**src/rtl/tt_um_serial_subtractor.sv**
```systemverilog
// Bit-serial 8-bit subtractor: D = (A - B) mod 256, computed LSB first over
// eight SHIFT cycles with a ripple borrow flop.
// Ports:
//   clk, rst_n  - clock, asynchronous active-low reset
//   ena         - power-good, unused
//   ui_in       - operand byte, captured by load strobes
//   uio_in      - [0]=load_a, [1]=load_b, [2]=start, [7:3] unused
//   uo_out      - difference register D
//   uio_out     - [3]=busy, [4]=done, [5]=borrow, [6]=zero, others 0
//   uio_oe      - constant 8'h78
module tt_um_serial_subtractor (
  input  logic       clk,
  input  logic       rst_n,
  input  logic       ena,
  input  logic [7:0] ui_in,
  input  logic [7:0] uio_in,
  output logic [7:0] uo_out,
  output logic [7:0] uio_out,
  output logic [7:0] uio_oe
);

  localparam int unsigned W = 8;
  localparam int unsigned CNT_W = 3;

  typedef enum logic [1:0] {
    IDLE  = 2'd0,
    SHIFT = 2'd1,
    DONE  = 2'd2
  } state_t;

  state_t           state, state_d;
  logic [W-1:0]     a, a_d, b, b_d, d, d_d;
  logic             br, br_d;
  logic [CNT_W-1:0] cnt, cnt_d;
  logic             busy_q, done_q, borrow_q, zero_q;
  logic             busy_d, done_d, borrow_d, zero_d;

  logic load_a, load_b, start, diff;

  assign load_a = uio_in[0];
  assign load_b = uio_in[1];
  assign start  = uio_in[2];

  // ena and the spare control bits carry no function
  logic unused_ok;
  assign unused_ok = &{1'b0, ena, uio_in[7:3]};

  // Next-state, datapath and status-flag logic
  always_comb begin
    state_d = state;
    a_d     = a;
    b_d     = b;
    d_d     = d;
    br_d    = br;
    cnt_d   = cnt;
    diff    = a[0] ^ b[0] ^ br;

    case (state)
      IDLE, DONE: begin
        // Loads win over start; any load drops a finished result back to IDLE
        if (load_a || load_b) begin
          if (load_a) a_d = ui_in;
          if (load_b) b_d = ui_in;
          state_d = IDLE;
        end else if (start) begin
          state_d = SHIFT;
          br_d    = 1'b0;
          cnt_d   = '0;
          d_d     = '0;
        end
      end
      SHIFT: begin
        d_d   = {diff, d[W-1:1]};
        a_d   = a >> 1;
        b_d   = b >> 1;
        br_d  = (~a[0] & b[0]) | (~(a[0] ^ b[0]) & br);
        cnt_d = cnt + CNT_W'(1);
        if (cnt == CNT_W'(W - 1)) state_d = DONE;
      end
      default: state_d = IDLE;
    endcase

    // Flags follow the state being entered so they are valid with it
    busy_d   = (state_d == SHIFT);
    done_d   = (state_d == DONE);
    borrow_d = (state_d == DONE) && br_d;
    zero_d   = (state_d == DONE) && (d_d == '0);
  end

  // State and datapath registers
  always_ff @(posedge clk or negedge rst_n) begin
    if (!rst_n) begin
      state    <= IDLE;
      a        <= '0;
      b        <= '0;
      d        <= '0;
      br       <= 1'b0;
      cnt      <= '0;
      busy_q   <= 1'b0;
      done_q   <= 1'b0;
      borrow_q <= 1'b0;
      zero_q   <= 1'b0;
    end else begin
      state    <= state_d;
      a        <= a_d;
      b        <= b_d;
      d        <= d_d;
      br       <= br_d;
      cnt      <= cnt_d;
      busy_q   <= busy_d;
      done_q   <= done_d;
      borrow_q <= borrow_d;
      zero_q   <= zero_d;
    end
  end

  assign uo_out  = d;
  assign uio_out = {1'b0, zero_q, borrow_q, done_q, busy_q, 3'b000};
  assign uio_oe  = 8'b0111_1000;

endmodule

```
**config.mk**
```make
export PLATFORM = sky130hd
export DESIGN_NAME = tt_um_serial_subtractor
export DESIGN_NICKNAME = d
export VERILOG_FILES = /design/src/rtl/tt_um_serial_subtractor.sv
export SDC_FILE = /design/constraint.sdc
export NUM_CORES = 1
export LEC_CHECK = 0
export ABC_AREA = 1
export BUFFER_PORTS_ARGS = -buffer_cell sky130_fd_sc_hd__buf_4
export CAP_MARGIN = 20
export CORE_MARGIN = 3
export CORE_UTILIZATION = 56
export DETAILED_ROUTE_END_ITERATION = 7
export GPL_TIMING_DRIVEN = 0
export HOLD_SLACK_MARGIN = 0.12
export PLACE_DENSITY_LB_ADDON = 0.3
export SETUP_SLACK_MARGIN = 0.4
export SYNTH_ARGS = -nofsm -noshare
export SYNTH_HDL_FRONTEND = slang
export SYNTH_SLANG_ARGS = --single-unit
```
**constraint.sdc**
```tcl
create_clock -name clk -period 3.7 [get_ports clk]
set_input_delay 0.37 -clock clk [delete_from_list [all_inputs] [get_ports clk]]
set_output_delay 0.37 -clock clk [all_outputs]
set_load 0.1 [all_outputs]
```
==> results.md <==
- Status: complete, no violations
- Remaining routing DRC violations: 0
- Post-synthesis instance area: roughly 1700 µm²
- Vias per cell: 4.95
- Clock Path Buffers: 2
- Yosys top cell area share: between 50% and 60%
- Wire length of the first global-routing pass: around 5200 µm
- Max_cap viols: 0
- Number of distinct library cells after synthesis: 25
- Final hold vios: 0
- Most common cell type on the critical path: sky130_fd_sc_hd__nor2_1
- Type of the tightest min-delay check: in2reg
- Number of enable flip-flop cells after synthesis: 0
- Effective utilization at floorplan: approximately 60%
- Most common cell after layout, fill and taps aside: sky130_fd_sc_hd__nand2_1
- Number of fill cells in the layout: 214
- Final Cycle Share: 41.1%
- Startpoint of the worst register-to-register path: cnt[0]$_DFFE_PN0P_
- Portion of the post-synthesis area used by sequential elements: between 50% and 60%
- Endpoint kind of the worst setup timing path: flop
- Global route overflow: 0
- Hold Crit Depth: 3
- CP top delay family: simple AND/OR/NAND/NOR gates
- Area of the placeable core: roughly 2800 µm²
- Clock edge transition at the registers on the reported setup and hold paths: 0.10 ns
- Category of the worst setup path launch point: flop
- Count of standard-cell rows: 19
- Endpoint required time on the critical path: between 3 and 4 ns
- Post-CTS Repair Setup Buffers: 0
- Initial detailed-routing violation count: 34
- Placed inst area: about 1900 µm²
- Source of the worst hold timing path: ui_in[0]
- Cell Int Power: a little under 0.0006 W
- Number of cells on the critical path: 8
- Reg-to-reg critical path endpoint: zero_q$_DFF_PN0_
- Worst-skew pair later-pin latency: between 0.3 and 0.4 ns
- Unrepaired setup endpoints after global routing: no
- Number of I/O port buffers: 24
- Number of buffers added by the clock tree synthesis step: 5
- Overall fraction of global-route tracks in use: ~20%
- First-pass DRT Iterations: 4
- Category of the critical setup timing path: reg2reg
- Wirelength per Cell: about 12 µm
- Share of final-layout standard cells stronger than drive strength 1: roughly 28%
- Post-cts sizing count: 0
- Fraction of power spent switching nets: around 41%
- Upper clock frequency limit: around 660 MHz
- Largest incremental delay on the critical path: ~0.42 ns
- Main synth FF type: sky130_fd_sc_hd__dfrtp_1
- Worst reg-to-reg path cell count: 8
- Number of setup violations in the final report: 0
- Most used cells in the layout excluding fill and tap cells: sky130_fd_sc_hd__nand2_1, sky130_fd_sc_hd__buf_4, sky130_fd_sc_hd__dfrtp_1
- Vias: ~1.3k
- Top-Level Pins: 43
- Total negative setup slack: 0 ns
- Synthesis-stage register bit count: 34
- CTS tree: done
- H-tree depth reported by CTS: 2
- Largest cells by area after synthesis: sky130_fd_sc_hd__dfrtp_1, sky130_fd_sc_hd__nand2_1, sky130_fd_sc_hd__buf_4, sky130_fd_sc_hd__o21ai_0, sky130_fd_sc_hd__inv_1
- Worst-path fanout max: 4
- Number of warnings printed during yosys synthesis: 0
- Clock Root Buffer: sky130_fd_sc_hd__clkbuf_4
- Final Max Slew Viols: 0
- Diode insertion count for antenna repair: 0
- Sw power: 0.000400 W
- Die area: roughly 3700 µm²
- Worst Path Arrival: roughly 1.8 ns
- Weighted congestion at the end of routability-driven global placement: slightly above 0.8
- Synthesized area per cell: a little under 9 µm²
- Worst-path cell chain: ha_1 -> ha_1 -> nand3_1 -> inv_1 -> nor2_1 -> nor2_1 -> nand2_1 -> nor2_1
- Leak Pwr: around 1.1 nW
- Share of power burned in combinational logic: a little over a third
- Max Clock Skew: roughly 0.012 ns
- Detailed-route wire length: about 3100 µm
- Detailed placer's ending HPWL: roughly 2300 µm
- Die height: 61.0 µm
- Number of global-route vias before repair: between 1k and 1.5k
- Asr flop ratio synth: between 90% and 100%
- Design Area, Final: around 2000 µm²
- Cells after synthesis: around 190
- Proportion of power drawn by flip-flops and latches: between 40 and 50%
- Area growth, synth to finish: 18.4%
- Share of total power in the clock network: a little under a fifth
- Clock period minus worst slack: about 1.5 ns
- Area of the multi-input gates: around 620 µm²
- Width of the chip: ~61 µm
- Clock sink count: 34
- Post-layout nets: around 260
- Power per cell area: around 500 nW/µm²
- Count of buffering cells on the critical path with inverters included: 1
- Number of antenna violations at the first check in global routing: 0
- Register-to-register setup slack: 2.18 ns
- Slowest CP cell: sky130_fd_sc_hd__dfrtp_1
- Largest net degree at the start of global routing: 35
- Worst VDD drop: approximately 0.42 mV
- Count of hold buffers inserted by post-cts repair: 1
- Area of all sequential standard cells: roughly 850 µm²
- Most area-hungry cell type in the Yosys netlist: sky130_fd_sc_hd__dfrtp_1
- Count of nets left with antenna violations after detail routing: 0
- Post-layout total power: around 0.00099 W
- Capture endpoint of the worst hold path: b[0]$_DFFE_PN0P_
worst max-delay path by stage:
| stage | from | endpoint |
|---|---|---|
| floorplan | uo_out[1]$_DFF_PN0_ | zero_q$_DFF_PN0_ |
| global placement | cnt[0]$_DFFE_PN0P_ | zero_q$_DFF_PN0_ |
| detailed placement | cnt[0]$_DFFE_PN0P_ | zero_q$_DFF_PN0_ |
| CTS | cnt[0]$_DFFE_PN0P_ | zero_q$_DFF_PN0_ |
| global route | cnt[0]$_DFFE_PN0P_ | zero_q$_DFF_PN0_ |
| finish | cnt[0]$_DFFE_PN0P_ | zero_q$_DFF_PN0_ |
cells in the mapped netlist (2+ instances only):
| cell type | instances |
|---|---|
| sky130_fd_sc_hd__buf_2 | 5 |
| sky130_fd_sc_hd__nand2_1 | 43 |
| sky130_fd_sc_hd__a31oi_1 | 2 |
| sky130_fd_sc_hd__o21ai_1 | 3 |
| sky130_fd_sc_hd__nand3_1 | 9 |
| sky130_fd_sc_hd__nand2_2 | 4 |
| sky130_fd_sc_hd__o31ai_1 | 2 |
| sky130_fd_sc_hd__buf_4 | 17 |
| sky130_fd_sc_hd__ha_1 | 2 |
| sky130_fd_sc_hd__conb_1 | 2 |
| sky130_fd_sc_hd__dfrtp_1 | 34 |
| sky130_fd_sc_hd__nor2_1 | 10 |
| sky130_fd_sc_hd__inv_1 | 22 |
| sky130_fd_sc_hd__o21ai_0 | 24 |
| sky130_fd_sc_hd__a21oi_1 | 2 |
| sky130_fd_sc_hd__nand3_2 | 4 |
cells by family after synthesis:
| group | after synthesis | synth area share (%) |
|---|---|---|
| AOI/OAI and AO/OA | 34 | 10.9 |
| adders and majority gates | 3 | 2.66 |
| buffers and inverters | 47 | 15.2 |
| DFF | 34 | 50.3 |
| other | 2 | 0.444 |
| and+or+nand+nor | 74 | 20.5 |
per-layer routing:
layer	up-vias	global-route usage, %	wire length, µm
met3	5	6.38	143
met2	25	28.5	1510
li1	672	-	-
met1	619	27.8	1450
met5	-	0	0
met4	0	5.57	36
layout make-up:
cell class | count | share of cell area [%]
sequential | 34 | 42.5
multi-input combinational | 123 | 31.0
timing repair buffer | 25 | 9.49
buffer | 23 | 8.18
inverter | 24 | 4.62
clock buffer | 7 | 2.25
tap | 31 | 1.94
power by group through the flow:
stage	clock network [W]	logic (W)	registers, W
after floorplan	0	0.000180	0.000552
final	0.000185	0.000343	0.000461
after global placement	0	0.000335	0.000464
after CTS	0.000187	0.000344	0.000461
after global routing	0.000205	0.000373	0.000468
after detailed placement	0	0.000342	0.000468
state kept, by name, summed over array words and instances (netlist names):
signal and cells:
a 8, b 8, uo_out 8, cnt 3
state 2, borrow_q 1, br 1, busy_q 1
done_q 1, zero_q 1
per-stage QoR:
step,hold WS [ns],utilization [%],worst slack (ns),instances
after global placement,0.335,68.9,2.22,259
after floorplan,0.0744,-,2.18,204
after CTS,0.322,70.8,2.18,267
after detailed placement,0.332,68.9,2.19,259
after global routing,0.347,70.8,2.02,267
final,0.319,70.8,2.18,267
worst reg2reg max path: stages (launching register included):
cell                      delay, ns
sky130_fd_sc_hd__dfrtp_1       0.42
sky130_fd_sc_hd__ha_1          0.21
sky130_fd_sc_hd__ha_1          0.21
sky130_fd_sc_hd__nand3_1       0.09
sky130_fd_sc_hd__inv_1         0.04
sky130_fd_sc_hd__nor2_1        0.25
sky130_fd_sc_hd__nor2_1        0.09
sky130_fd_sc_hd__nand2_1       0.07
sky130_fd_sc_hd__nor2_1        0.04
No activity file was read; power rests on OpenSTA's default activity.
